===== config.mk =====
export PLATFORM = sky130hd
export DESIGN_NAME = scrambler_frame_ctrl
export DESIGN_NICKNAME = d
export VERILOG_FILES = /design/src/rtl/scr_pkg.sv /design/src/rtl/scr_align_pipe.sv /design/src/rtl/scrambler_frame_ctrl.sv
export SDC_FILE = /design/constraint.sdc
export NUM_CORES = 1
export LEC_CHECK = 0
export BUFFER_PORTS_ARGS = -buffer_cell sky130_fd_sc_hd__buf_2
export CORE_AREA = 4 4 53 55
export CTS_BUF_LIST = sky130_fd_sc_hd__clkbuf_2 sky130_fd_sc_hd__clkbuf_4 sky130_fd_sc_hd__clkbuf_8
export CTS_CLUSTER_DIAMETER = 50
export DETAILED_ROUTE_END_ITERATION = 8
export DIE_AREA = 0 0 57 59
export PLACE_DENSITY = 0.73
export REMOVE_ABC_BUFFERS = 1
export SLEW_MARGIN = 15
export SYNTH_ARGS = -nofsm -noshare
export SYNTH_HDL_FRONTEND = slang
export SYNTH_SLANG_ARGS = --single-unit
export TNS_END_PERCENT = 1

===== constraint.sdc =====
create_clock -name clk -period 1.9 [get_ports clk]
set_input_delay 0 -clock clk [delete_from_list [all_inputs] [get_ports clk]]
set_output_delay 0 -clock clk [all_outputs]
set_load 0.01 [all_outputs]

===== src/rtl/scr_pkg.sv =====
// Shared types and constants for the scrambler frame sequencer.
package scr_pkg;

  typedef enum logic [1:0] {
    StIdle    = 2'd0,
    StSync    = 2'd1,
    StPayload = 2'd2
  } state_e;

  // Per-bit tag that travels alongside the scrambler latency.
  typedef struct packed {
    logic valid;
    logic sel;
    logic sync_bit;
    logic sof;
  } tag_t;

  localparam logic [15:0] SyncWordDefault = 16'hF628;
  localparam logic [7:0]  FillWordDefault = 8'h00;

  function automatic int unsigned cnt_w(input int unsigned n);
    return (n > 1) ? $clog2(n) : 1;
  endfunction

endpackage


===== src/rtl/scr_align_pipe.sv =====
// Tag delay line matching the external scrambler latency; DEPTH = 0 is a wire.
module scr_align_pipe #(
  parameter int unsigned DEPTH = 1,
  parameter int unsigned WIDTH = 4
) (
  input  logic             clk,
  input  logic             rst,
  input  logic [WIDTH-1:0] din,
  output logic [WIDTH-1:0] dout
);

  if (DEPTH == 0) begin : g_pass
    logic unused_pass;
    assign unused_pass = ^{clk, rst};
    assign dout = din;
  end else begin : g_pipe
    logic [WIDTH-1:0] stage_q [DEPTH];

    always_ff @(posedge clk) begin
      if (rst) begin
        for (int i = 0; i < DEPTH; i++) stage_q[i] <= '0;
      end else begin
        stage_q[0] <= din;
        for (int i = 1; i < DEPTH; i++) stage_q[i] <= stage_q[i-1];
      end
    end

    assign dout = stage_q[DEPTH-1];
  end

endmodule


===== src/rtl/scrambler_frame_ctrl.sv =====
// Frame sequencer: unscrambled sync word, then FRAME_LEN payload words serialized
// MSB-first through an external scrambler that is reseeded before every payload.
module scrambler_frame_ctrl
  import scr_pkg::*;
#(
  parameter int unsigned       DATA_W    = 8,
  parameter int unsigned       FRAME_LEN = 4,
  parameter int unsigned       SYNC_W    = 16,
  parameter logic [SYNC_W-1:0] SYNC_WORD = SYNC_W'(SyncWordDefault),
  parameter logic [DATA_W-1:0] FILL_WORD = DATA_W'(FillWordDefault),
  parameter int unsigned       SCR_LAT   = 1
) (
  input  logic              clk,
  input  logic              rst,
  input  logic              en,
  input  logic [DATA_W-1:0] s_data,
  input  logic              s_valid,
  output logic              s_ready,
  output logic              scr_rst,
  output logic              scr_bit_in,
  input  logic              scr_bit_out,
  output logic              line_bit,
  output logic              line_valid,
  output logic              line_sof,
  output logic              underrun,
  output logic              busy
);

  localparam int unsigned BitMax = (SYNC_W > DATA_W) ? SYNC_W : DATA_W;
  localparam int unsigned BitW   = cnt_w(BitMax);
  localparam int unsigned WordW  = cnt_w(FRAME_LEN);

  localparam logic [BitW-1:0]  SyncLast = BitW'(SYNC_W - 1);
  localparam logic [BitW-1:0]  DataLast = BitW'(DATA_W - 1);
  localparam logic [WordW-1:0] WordLast = WordW'(FRAME_LEN - 1);

  state_e             state_q, state_d;
  logic [BitW-1:0]    bit_cnt_q, bit_cnt_d;
  logic [WordW-1:0]   word_cnt_q, word_cnt_d;
  logic [DATA_W-1:0]  shreg_q, shreg_d;
  logic [BitW-1:0]    sync_idx;
  logic               load;
  tag_t               tag_in, tag_out;
  logic               line_bit_q, line_valid_q, line_sof_q;

  assign sync_idx = SyncLast - bit_cnt_q;

  always_comb begin
    state_d    = state_q;
    bit_cnt_d  = bit_cnt_q;
    word_cnt_d = word_cnt_q;
    shreg_d    = shreg_q;
    load       = 1'b0;
    scr_rst    = 1'b1;
    scr_bit_in = 1'b0;
    tag_in     = '0;

    unique case (state_q)
      StIdle: begin
        if (en && s_valid) begin
          state_d   = StSync;
          bit_cnt_d = '0;
        end
      end
      StSync: begin
        tag_in.valid    = 1'b1;
        tag_in.sync_bit = SYNC_WORD[sync_idx];
        tag_in.sof      = (bit_cnt_q == '0);
        if (bit_cnt_q == SyncLast) begin
          load       = 1'b1;
          bit_cnt_d  = '0;
          word_cnt_d = '0;
          state_d    = StPayload;
        end else begin
          bit_cnt_d = bit_cnt_q + BitW'(1);
        end
      end
      StPayload: begin
        scr_rst    = 1'b0;
        scr_bit_in = shreg_q[DATA_W-1];
        tag_in.valid = 1'b1;
        tag_in.sel   = 1'b1;
        shreg_d      = shreg_q << 1;
        if (bit_cnt_q == DataLast) begin
          bit_cnt_d = '0;
          if (word_cnt_q == WordLast) begin
            word_cnt_d = '0;
            state_d    = (en && s_valid) ? StSync : StIdle;
          end else begin
            load       = 1'b1;
            word_cnt_d = word_cnt_q + WordW'(1);
          end
        end else begin
          bit_cnt_d = bit_cnt_q + BitW'(1);
        end
      end
      default: state_d = StIdle;
    endcase

    // A frame never stalls: a missing word is replaced by the fill pattern.
    if (load) shreg_d = s_valid ? s_data : FILL_WORD;
  end

  assign s_ready  = load & ~rst;
  assign underrun = load & ~s_valid & ~rst;
  assign busy     = (state_q != StIdle);

  scr_align_pipe #(
    .DEPTH (SCR_LAT),
    .WIDTH ($bits(tag_t))
  ) u_align (
    .clk  (clk),
    .rst  (rst),
    .din  (tag_in),
    .dout (tag_out)
  );

  always_ff @(posedge clk) begin
    if (rst) begin
      state_q      <= StIdle;
      bit_cnt_q    <= '0;
      word_cnt_q   <= '0;
      shreg_q      <= '0;
      line_bit_q   <= 1'b0;
      line_valid_q <= 1'b0;
      line_sof_q   <= 1'b0;
    end else begin
      state_q      <= state_d;
      bit_cnt_q    <= bit_cnt_d;
      word_cnt_q   <= word_cnt_d;
      shreg_q      <= shreg_d;
      line_bit_q   <= tag_out.sel ? scr_bit_out : tag_out.sync_bit;
      line_valid_q <= tag_out.valid;
      line_sof_q   <= tag_out.sof;
    end
  end

  assign line_bit   = line_bit_q;
  assign line_valid = line_valid_q;
  assign line_sof   = line_sof_q;

endmodule


# --- Word-level counts from Yosys, hierarchy flattened ---
# Memory sizes are Yosys's and may differ from the RTL's.
# Index checks and enable logic that the tools add are counted.
# W data, S select, Z words.
classes:
  addsub: 3
  magnitude_cmp: 1
  n_eq_ne: 9
  n_mux: 33
  bitwise: 5
  n_reduce_logical: 12
op_table:
  columns: ["op", "count"]
  rows:
  - ["$mux W8", 3]
  - ["$mux W2", 8]
  - ["$mux W4", 4]
  - ["$mux W1", 14]
  - ["$pmux W4 S3", 1]
  - ["$ne A2 B2 Y1 const B", 4]
  - ["$pmux W2 S3", 1]
  - ["$reduce_bool A2 Y1", 3]
  - ["$lt A4 B5 Y1 const B", 1]
  - ["$add A4 B1 Y4 const B", 1]
  - ["$eq A2 B2 Y1 const B", 2]
  - ["$eq A4 B3 Y1 const B", 1]
  - ["$eq A4 B4 Y1 const B", 1]
  - ["$logic_not A4 Y1", 1]
  - ["$pmux W2 S2", 1]
  - ["$reduce_and A4 Y1", 1]
  - ["$reduce_or A4 Y1", 1]
  - ["$sub A4 B4 Y4 const A", 1]
  - ["$and A1 B1 Y1", 3]
  - ["$reduce_and A3 Y1", 1]
  - ["$reduce_bool A3 Y1", 1]
  - ["$add A2 B1 Y2 const B", 1]
  - ["$eq A2 B1 Y1 const B", 1]
  - ["$logic_not A2 Y1", 1]
  - ["5 further kinds", 6]
word_totals:
  reg_bits: 19
  mem_bits_rw: 4
  romBits: 16
  input_bits: 13
  out_inout_bits: 8
  wordCells: 72
  mem_count: 2
mem_list:
  columns: ["memory", "depth", "word_bits", "rd", "rd_clocked_by_memory_dff", "write_ports", "line_no", "rtl"]
  rows:
  - ["(no name shown)", 16, 1, 1, 0, 0, "scrambler_frame_ctrl.sv:67", "tag_in.sync_bit = SYNC_WORD[sync_idx];"]
  - ["u_align.g_pipe.stage_q", 1, 4, 1, 0, 1, "scr_align_pipe.sv:17", "logic [WIDTH-1:0] stage_q [DEPTH];"]

# --- Depth between registers and ports, before layout ---
# Gate-level depths: netlist (run 1).
logic_depth:
  word_depth: 6
  ltp_mapped: 6
  ltp_nobuf: 6

# --- Cells and area by module ---
# From an unflattened synthesis (run 1), not the netlist that was laid out.
unflattened:
  hier_cells: 138
  area_unflattened_um2: 1270.0
modules_own_cells:
  columns: ["module", "n_inst", "cells_per_inst", "area_per_inst_um2", "seq_area_each_um2"]
  rows:
  - ["scrambler_frame_ctrl", 1, 130, 1164.9, 380.4]
  - ["scr_align_pipe", 1, 8, 105.1, 80.1]

# --- Worst setup path before layout (run 1) ---
# Ideal clock, no wire load.
synth_timing:
  path_type: "register -> register"
  from: "register state_q[0]"
  to: "register state_q[0]"
  setup_ns: 0.096
  arrival_ns: 1.670
  required_time_ns: 1.804
  slack_ns: 0.134
  path_stages_with_launch: 7
  path_buffers: 0
  path_cell_list: "dfxtp_1 inv_1 ha_1 and4b_1 nor3_1 or3_4 o41ai_2"
synth_via:
  elab_chain_len: 3
synth_rtl:
  columns: ["element", "line_no", "rtl"]
  rows:
  - ["from (decl)", "scrambler_frame_ctrl.sv:37", "state_e state_q, state_d;"]
  - ["from (signal assigned)", "scrambler_frame_ctrl.sv:120", "state_q <= StIdle;"]
  - ["from (signal assigned)", "scrambler_frame_ctrl.sv:128", "state_q <= state_d;"]
  - ["$eq A2 B2 Y1, or another cell as far along", "scrambler_frame_ctrl.sv:58", "unique case (state_q)"]
  - ["$ne A2 B2 Y1 (no line)", null, null]
  - ["$reduce_and A4 Y1 (no line)", null, null]
# Several ways; a longest one is shown, not always the timed one.
# A chain may end at the register's enable or synchronous reset.

# --- Worst setup path in the final report (run 1) ---
layout_timing:
  from: "register state_q[1]"
  to: "register state_q[0]"
# Same word-level chain as after synthesis.

==> Implementation_results.wiki, run 1 <==
{| class="wikitable"
! Metric !! Value
|-
| Worst r2r path cells || 6
|-
| Setup skew after layout || 0.000700 ns
|-
| CP Class || reg -> reg
|-
| Synthesized area per cell || 8.97 um^2
|-
| Netlist Area Pre-Place || 1190 um^2
|-
| Setup_tns || 0 ns
|-
| Final worst-path setup slack || 0.0616 ns
|-
| Crit path DAT || 2.06 ns
|-
| Placer congestion estimate || 0.764
|-
| Total of warnings raised by yosys || 0
|-
| Met1 wire length || 1240 um
|-
| Hold WC Path Type || in -> reg
|-
| Final hold violation count || 0
|-
| Count of mapped cells out of synthesis || 133
|-
| Worst path cell trace || inv_1, ha_2, and4bb_4, nor3_1, or3_4, o41ai_2
|-
| Starting DRT DRC Count || 28
|-
| Kind of launch point of the worst setup path || flip-flop
|-
| Kind of cell adding the most delay to the critical path || simple AND/OR/NAND/NOR gates
|-
| Top cell type by total area after synthesis || sky130_fd_sc_hd__dfxtp_1
|-
| Number of filler instances in the final layout || 208
|-
| Number of antenna violations at the first check in global routing || 0
|-
| Count of nets left with antenna violations after detail routing || 0
|-
| Main area contributors after synthesis || sky130_fd_sc_hd__dfxtp_1 (39%), sky130_fd_sc_hd__ha_1 (9.4%), sky130_fd_sc_hd__mux2_2 (6.6%)
|-
| Area taken by multi-input logic gates || 701 um^2
|-
| Post-place setup slack || 0.00316 ns
|-
| Hold-critical path endpoint || shreg_q[5]$_SDFFE_PP0P_
|-
| Total routed wirelength || 2720 um
|-
| Maximum number of pins on one net before global-route repair || 22
|-
| # clock sinks || 23
|-
| Final critical-path required period || 1.84 ns
|-
| DR DRC count || 0
|-
| Sequential cell area in the final layout || 468 um^2
|-
| Top routing layer used || met4
|-
| Total power per unit cell area || 813 nW/um^2
|-
| Die outline area || 3360 um^2
|-
| Post-layout instance count excluding filler cells || 199
|-
| Setup slack of the most critical reg-to-reg path || 0.06 ns
|-
| Worst hold path depth || 3
|-
| TritonCTS clock tree || built
|-
| Nets@finish || 192
|-
| Crit Path Max Fanout || 5
|-
| Final antenna diode count || 0
|-
| CTS Buf Count || 3
|-
| Buffer depth of the longest clock path || 2
|-
| Maximum resistive drop on vdd || 0.713 mV
|-
| Hold wc startpoint || s_valid
|-
| Remaining max-slew budget at the tightest pin || 70.6%
|-
| Type of element capturing the critical path || flip-flop
|-
| Aggregate global routing overflow || 0
|-
| Wire length on met3 || 145 um
|-
| Clock-pin slew of the registers on the worst-case setup and hold paths || 0.13 ns
|-
| Setup crit start || state_q[1]$_SDFFE_PP0P_
|-
| Pin slew with the least headroom to its limit || 0.437 ns
|-
| Total via count after detailed routing || 1066
|-
| Height of the die || 59 um
|-
| Status || completed
|-
| Static Leakage || 0.651 nW
|-
| Setup repair after global routing missed its margin || true
|-
| Number of maximum-capacitance constraint violations || 0
|-
| Core utilization of the finished layout || 63.6%
|-
| Quantity of I/O buffers inserted on ports || 20
|-
| Clock latency at the later pin of the worst-skew pair || 0.31 ns
|-
| Startpoint of the most critical register-to-register path || state_q[1]$_SDFFE_PP0P_
|-
| Deepest level of the CTS H-tree || 1
|-
| Share of cells above drive strength 1 || 30.2%
|-
| HPWL Detailed || 1980 um
|-
| Critical-path top delay cell || sky130_fd_sc_hd__dfxtp_4
|-
| Endpoints failing setup || 0
|-
| Area growth from synthesis to final layout || 27.3%
|-
| Initial Util || 49.9%
|-
| Count of buffer and inverter cells on the critical path || 1
|-
| Sequential cell area fraction in the yosys report || 38.6%
|-
| CTS Root Buffer Type || sky130_fd_sc_hd__clkbuf_4
|-
| Most common library cell in the layout ignoring fill and taps || sky130_fd_sc_hd__dfxtp_1
|-
| Initial DRT Pass Iterations || 4
|-
| Placeable core region || 2390 um^2
|-
| Vias per Instance || 5.36
|-
| Die width || 57 um
|-
| Drt wl/cell || 13.6 um
|-
| First-pass GRT wire length || 4600 um
|-
| Number of placed instances with taps included || 185
|-
| Maximum single-stage delay on the critical path || 0.39 ns
|-
| Number of gates on the worst path with buffers counted || 6
|-
| Post-synthesis sequential element count || 23
|-
| WL met2 || 1290 um
|-
| Critical path required time || 2.12 ns
|-
| Max Fclk || 544 MHz
|-
| Rows || 18
|-
| FF-to-FF End || state_q[0]$_SDFFE_PP0P_
|-
| Top-Level Pins || 21
|-
| Max-slew violation total from the final report || 0
|-
| Period utilization || 96.8%
|-
| Count of unique library cells instantiated by Yosys || 31
|-
| Leading cell types in the layout, fill and taps excluded || sky130_fd_sc_hd__dfxtp_1 (21), sky130_fd_sc_hd__buf_2 (20), sky130_fd_sc_hd__nand2_1 (14), sky130_fd_sc_hd__nand3_1 (14), sky130_fd_sc_hd__a21oi_1 (12)
|-
| Number of global-route vias before repair || 1050
|-
| Total track usage || 17.4%
|-
| Top-area cell type share of the netlist area || 38.6%
|}
metal layers:
| metal | GRT usage, % | vias to the layer above |
|---|---|---|
| li1 | - | 547 |
| met1 | 21.4 | 483 |
| met2 | 29.2 | 30 |
| met3 | 4.14 | 6 |
| met4 | 7.62 | 0 |
| met5 | 0 | - |
cells by family after synthesis:
group           share of synthesized area (%)
simple gates                             23.5
flops                                    38.6
fa+ha+maj                                9.44
compound gates                           15.0
mux                                      9.13
buf+inv                                  4.30
tightest hold or removal path, cell delays in order:
cell                      delay (ns)
sky130_fd_sc_hd__buf_2          0.17
sky130_fd_sc_hd__nand3_1        0.08
sky130_fd_sc_hd__a21oi_1        0.05
worst max-delay path by stage:
stage / endpoint / slack [ns]
global placement: state_q[0]$_SDFFE_PP0P_ / 0.11
CTS: state_q[0]$_SDFFE_PP0P_ / 0.04
global route: underrun / -0.02
floorplan: state_q[0]$_SDFFE_PP0P_ / -0.009
detailed placement: state_q[0]$_SDFFE_PP0P_ / 0.003
finish: state_q[0]$_SDFFE_PP0P_ / 0.06
synth_stat cells:
cell	count
sky130_fd_sc_hd__nor3b_1	3
sky130_fd_sc_hd__o31ai_1	1
sky130_fd_sc_hd__nand2_1	14
sky130_fd_sc_hd__a21boi_1	1
sky130_fd_sc_hd__mux2_2	7
sky130_fd_sc_hd__dfxtp_1	23
sky130_fd_sc_hd__a21oi_1	12
sky130_fd_sc_hd__o2111ai_1	2
sky130_fd_sc_hd__nand3_1	14
sky130_fd_sc_hd__a31oi_1	2
sky130_fd_sc_hd__inv_1	7
sky130_fd_sc_hd__and2_1	2
sky130_fd_sc_hd__nor3_1	2
sky130_fd_sc_hd__or2_2	1
sky130_fd_sc_hd__mux2i_1	3
sky130_fd_sc_hd__nor4b_1	2
sky130_fd_sc_hd__nor2b_1	4
sky130_fd_sc_hd__clkbuf_1	3
sky130_fd_sc_hd__o311ai_1	1
sky130_fd_sc_hd__and4bb_4	1
sky130_fd_sc_hd__o2111a_1	2
sky130_fd_sc_hd__buf_2	2
sky130_fd_sc_hd__buf_1	1
sky130_fd_sc_hd__or3_4	1
sky130_fd_sc_hd__a31o_1	1
sky130_fd_sc_hd__o41ai_2	1
sky130_fd_sc_hd__nor2_1	7
sky130_fd_sc_hd__and4b_1	1
sky130_fd_sc_hd__ha_1	9
sky130_fd_sc_hd__a211oi_1	1
sky130_fd_sc_hd__o21ai_0	2
power by group:
group | total [W] | internal (W) | switching (W)
clock | 0.000232 | 0.0000787 | 0.000153
combinational | 0.000450 | 0.000212 | 0.000238
sequential | 0.000552 | 0.000530 | 0.0000222
total | 0.00123 | 0.000821 | 0.000413
state kept, by name, indices dropped and copies added (netlist names):
| signal | cells |
|---|---|
| u_align.g_pipe.stage_q | 4 |
| word_cnt_q | 2 |
| bit_cnt_q | 4 |
| shreg_q | 8 |
| state_q | 2 |
| line_bit | 1 |
| line_sof | 1 |
| line_valid | 1 |
cell type report:
cell class | count | area share, %
multi-input cells | 97 | 46.2
inverters | 7 | 1.73
clock buffers | 3 | 1.48
well taps | 30 | 2.47
flip-flops and latches | 23 | 30.8
repair buffers | 38 | 17.0
clock inverters | 1 | 0.330
metrics by stage:
stage	power, W	hold slack [ns]	area (um^2)
floorplan	0.000822	0.0464	1170
global placement	0.000937	0.234	1370
detailed placement	0.000953	0.261	1370
CTS	0.00120	0.0259	1490
global route	0.00131	0.0325	1520
finish	0.00123	0.0278	1520
timing repair:
action                     in CTS  in global routing
hold buffers                    9                  0
gates resized for setup         3                  7
buffers inserted                0                  1
hold endpoints to repair        9                  0
setup endpoints to repair       3                  2
(Power assumes the default switching activity.)
==> run 2, diff against run 1 <==
Settings changed: CORE_AREA 4 4 53 55 to 4 4 55 57, DIE_AREA 0 0 57 59 to 0 0 59 61, PLACE_DENSITY 0.73 to 0.72, SYNTH_HIERARCHICAL from default to 1.
==> run 2 against run 1 <==
Compared with the run above: first-iteration DRC count is 43% higher; power is 3.2% higher; die area is 7.0% higher; flip-flop and latch count stayed put; routed wire length is 3.5% lower; highest routed layer unchanged; worst hold slack better by 0.0089 ns; via count is 0.84% higher; synthesized cell count is 3.8% higher; largest power group unchanged; sequential share of layout area is 0.30 points lower; clock power hardly changed.
==> Implementation_results.wiki, run 2 <==
{| class="wikitable"
! Metric !! Value
|-
| Total cell area at the placement stage || 1350 um^2 (-1.1%)
|-
| Critical path required time || 1.90 ns (-0.22 ns)
|-
| Nets@finish || 192 (unchanged)
|-
| Buffer depth of the longest clock path || 2 (unchanged)
|-
| Worst r2r path cells || 6 (unchanged)
|-
| Cell area after layout || 1530 um^2 (+0.99%)
|-
| CP Class || reg -> out
|-
| Final antenna diode count || 0 (unchanged)
|-
| Kind of cell adding the most delay to the critical path || simple AND/OR/NAND/NOR gates
|-
| Maximum resistive drop on vdd || 0.665 mV (-6.7%)
|-
| Netlist Area Pre-Place || 1270 um^2 (+6.5%)
|-
| Count of mapped cells out of synthesis || 138 (+3.8%)
|-
| Post-layout instance count excluding filler cells || 199 (unchanged)
|-
| First-pass GRT wire length || 4130 um (-10%)
|-
| Met1 wire length || 1160 um (-6.0%)
|-
| Dominant combinational cell family by area after synthesis || simple AND/OR/NAND/NOR gates
|-
| Crit path DAT || 1.83 ns (-0.23 ns)
|-
| Die width || 59 um (+3.5%)
|-
| Period utilization || 96.4% (-0.38 points)
|-
| Placeable core region || 2480 um^2 (+3.8%)
|-
| Synthesized area per cell || 9.20 um^2 (+2.6%)
|-
| Drt wl/cell || 13.2 um (-3.5%)
|-
| Top-Level Pins || 21 (unchanged)
|-
| Number of global-route vias before repair || 971 (-7.5%)
|-
| Max-slew violation total from the final report || 0 (unchanged)
|-
| Top cell type by total area after synthesis || sky130_fd_sc_hd__dfxtp_1
|-
| Clock-pin slew of the registers on the worst-case setup and hold paths || 0.13 ns (about the same)
|-
| Initial DRT Pass Iterations || 5 (+1)
|-
| Starting DRT DRC Count || 40 (+43%)
|-
| Multiplexer share of the synthesized area || 8.67% (-0.46 points)
|-
| Total track usage || 14.7% (-2.7 points)
|-
| Worst path cell trace || inv_4, ha_4, or3b_4, a21oi_4, and2b_2, nor2b_2, buf_2
|-
| Number of antenna violations at the first check in global routing || 0 (unchanged)
|-
| Total routed wirelength || 2620 um (-3.5%)
|-
| Register with the highest flop count || shreg_q
|-
| Wire length on met3 || 89 um (-39%)
|-
| Async set-reset flop share out of synthesis || 0% (unchanged)
|-
| Top-area cell type share of the netlist area || 36.3% (-2.4 points)
|-
| Kind of launch point of the worst setup path || flip-flop
|-
| Leading post-synthesis cells by instance count || sky130_fd_sc_hd__dfxtp_1 (23), sky130_fd_sc_hd__nand3_1 (14), sky130_fd_sc_hd__a21oi_1 (12)
|-
| Maximum number of pins on one net before global-route repair || 27 (+23%)
|-
| FF-to-FF End || state_q[0]$_SDFFE_PP0P_
|-
| Share of cells above drive strength 1 || 30.8% (+0.59 points)
|-
| Endpoints failing setup || 0 (unchanged)
|-
| CTS Root Buffer Type || sky130_fd_sc_hd__clkbuf_4
|-
| Total power per unit cell area || 831 nW/um^2 (+2.2%)
|-
| Total of warnings raised by yosys || 6 (+6)
|-
| Xor and xnor fraction of the mapped netlist area || 0% (unchanged)
|-
| Static Leakage || 0.587 nW (-9.9%)
|-
| Number of gates on the worst path with buffers counted || 7 (+1)
|-
| Core utilization of the finished layout || 61.9% (-1.7 points)
|-
| Most repeated cell in the gate-level netlist after synthesis || sky130_fd_sc_hd__dfxtp_1
|-
| DR DRC count || 0 (unchanged)
|-
| Post-synthesis share of cell area spent on and, or, nand and nor gates || 26.8% (+3.3 points)
|-
| CTS Buf Count || 3 (unchanged)
|-
| Share of the synthesized area in compound gates (AO/OA/AOI/OAI) || 11.3% (-3.7 points)
|-
| WL met2 || 1350 um (+4.6%)
|-
| Die outline area || 3600 um^2 (+7.0%)
|-
| Startpoint of the most critical register-to-register path || state_q[0]$_SDFFE_PP0P_
|-
| Initial Util || 51.3% (+1.3 points)
|-
| Final hold violation count || 0 (unchanged)
|-
| Placer congestion estimate || 0.839 (+9.7%)
|-
| Top routing layer used || met4
|-
| Quantity of I/O buffers inserted on ports || 20 (unchanged)
|-
| Total power of the final layout || 0.00127 W (+3.2%)
|-
| Flip-flop count of the largest register, all copies and words added || 8 (unchanged)
|-
| Count of unique library cells instantiated by Yosys || 32 (+3.2%)
|-
| Height of the die || 61 um (+3.4%)
|-
| Most common library cell in the layout ignoring fill and taps || sky130_fd_sc_hd__dfxtp_1
|-
| Area growth from synthesis to final layout || 20.7%
|-
| Largest registers ranked by flip-flop count || shreg_q (8), bit_cnt_q (4), u_align/g_pipe.stage_q (4)
|-
| Termination of the worst setup path || underrun
|-
| Remaining max-slew budget at the tightest pin || 70.1% (-0.47 points)
|-
| Setup skew after layout || 0.00402 ns (+0.00332 ns)
|-
| Deepest level of the CTS H-tree || 1 (unchanged)
|-
| Final critical-path required period || 1.83 ns (-0.00718 ns)
|-
| Type of element capturing the critical path || output pin
|-
| Crit Path Max Fanout || 4 (-1)
|-
| Critical-path top delay cell || sky130_fd_sc_hd__dfxtp_4
|-
| Leading cell types in the layout, fill and taps excluded || sky130_fd_sc_hd__dfxtp_1 (21), sky130_fd_sc_hd__buf_2 (20), sky130_fd_sc_hd__nand3_1 (14), sky130_fd_sc_hd__a21oi_1 (12), sky130_fd_sc_hd__mux2i_1 (11)
|-
| Pin slew with the least headroom to its limit || 0.448 ns (+0.0107 ns)
|-
| TritonCTS clock tree || built
|-
| Vias per Instance || 5.40 (+0.84%)
|-
| Aggregate global routing overflow || 0 (unchanged)
|-
| Number of maximum-capacitance constraint violations || 0 (unchanged)
|-
| Number of placed instances with taps included || 184 (-0.54%)
|-
| Total via count after detailed routing || 1075 (+0.84%)
|-
| Setup slack of the most critical reg-to-reg path || 0.10 ns (+0.04 ns)
|-
| Max Fclk || 546 MHz (+0.39%)
|-
| Adder-cell share of the synthesized area || 8.87% (-0.58 points)
|-
| Final worst-path setup slack || 0.0688 ns (+0.00718 ns)
|-
| Maximum single-stage delay on the critical path || 0.39 ns (about the same)
|-
| Dominant register cell in the synthesized netlist || sky130_fd_sc_hd__dfxtp_1
|-
| Clock latency at the later pin of the worst-skew pair || 0.31 ns (about the same)
|-
| Status || completed
|-
| Count of nets left with antenna violations after detail routing || 0 (unchanged)
|-
| Hold WC Path Type || in -> reg
|-
| Post-synthesis sequential element count || 23 (unchanged)
|-
| Sequential cell area fraction in the yosys report || 36.3% (-2.4 points)
|-
| Post-place setup slack || 0.0302 ns (+0.0270 ns)
|-
| HPWL Detailed || 1820 um (-8.1%)
|-
| Main area contributors after synthesis || sky130_fd_sc_hd__dfxtp_1 (36%), sky130_fd_sc_hd__ha_1 (8.9%), sky130_fd_sc_hd__mux2i_1 (8.7%)
|-
| Rows || 18 (unchanged)
|-
| Count of buffer and inverter cells on the critical path || 2 (+1)
|-
| # clock sinks || 23 (unchanged)
|-
| Setup crit start || state_q[0]$_SDFFE_PP0P_
|-
| Count of flip-flops with a built-in enable after synthesis || 0 (unchanged)
|}
-- run 2: worst reg2reg max path: stages (launching register included) --
cell and delay (ns):
sky130_fd_sc_hd__dfxtp_4 0.39, sky130_fd_sc_hd__buf_4 0.13, sky130_fd_sc_hd__ha_2 0.22, sky130_fd_sc_hd__and4bb_2 0.37, sky130_fd_sc_hd__nor3_1 0.07, sky130_fd_sc_hd__or4_1 0.46
sky130_fd_sc_hd__o31ai_1 0.08
-- run 2: worst min path at each step --
stage               cells past startpoint                       to         from  slack [ns]
CTS                                     3  shreg_q[1]$_SDFFE_PP0P_      s_valid        0.02
floorplan                               1                 underrun      s_valid        0.05
global route                            3  shreg_q[1]$_SDFFE_PP0P_      s_valid        0.04
detailed placement                      3      line_bit$_SDFF_PP0_  scr_bit_out        0.25
finish                                  3  shreg_q[3]$_SDFFE_PP0P_      s_valid        0.04
global placement                        3      line_bit$_SDFF_PP0_  scr_bit_out        0.24
-- run 2: timing repair --
action | 4_1_cts | 5_1_grt
buffers inserted | 1 | 1
hold buffers | 9 | 0
gates resized for setup | 1 | 12
endpoints found under the hold margin | 9 | 0
endpoints found under the setup margin | 3 | 5
pin swaps | 1 | 1
-- run 2: kinds of logic (layout without fill, tap and decap cells) --
logic type               Yosys count  count (layout)
AND/OR/NAND/NOR                   59              59
multiplexers                      11              11
AO/OA/AOI/OAI                     23              23
adder cells (fa/ha/maj)            9               9
flip-flops                        23              23
buffers and inverters             13              44
-- run 2: final cells by class --
cell class	instances	area [um^2]
Clock buffer	3	22.5
Inverter	6	25.0
Timing Repair Buffer	34	228
Clock inverter	1	7.51
Tap cell	30	37.5
Multi-Input combinational cell	102	744
Sequential cell	23	468
Fill cell	232	945
-- run 2: metal layers --
layer,track usage [%],up-vias
li1,-,540
met1,18.3,516
met2,26.3,17
met3,2.55,2
met4,3.88,0
met5,0,-
-- run 2: report_power, final --
part / internal [W] / total (W) / switching (W)
combinational: 0.000232 / 0.000479 / 0.000247
clock: 0.0000802 / 0.000235 / 0.000155
sequential: 0.000530 / 0.000559 / 0.0000292
total: 0.000843 / 0.00127 / 0.000431
-- run 2: stage by stage --
| stage | hold WS (ns) | TNS, ns |
|---|---|---|
| CTS | 0.0233 | 0 |
| global placement | 0.240 | 0 |
| floorplan | 0.0464 | -0.413 |
| detailed placement | 0.247 | 0 |
| finish | 0.0367 | 0 |
| global route | 0.0371 | -0.00666 |
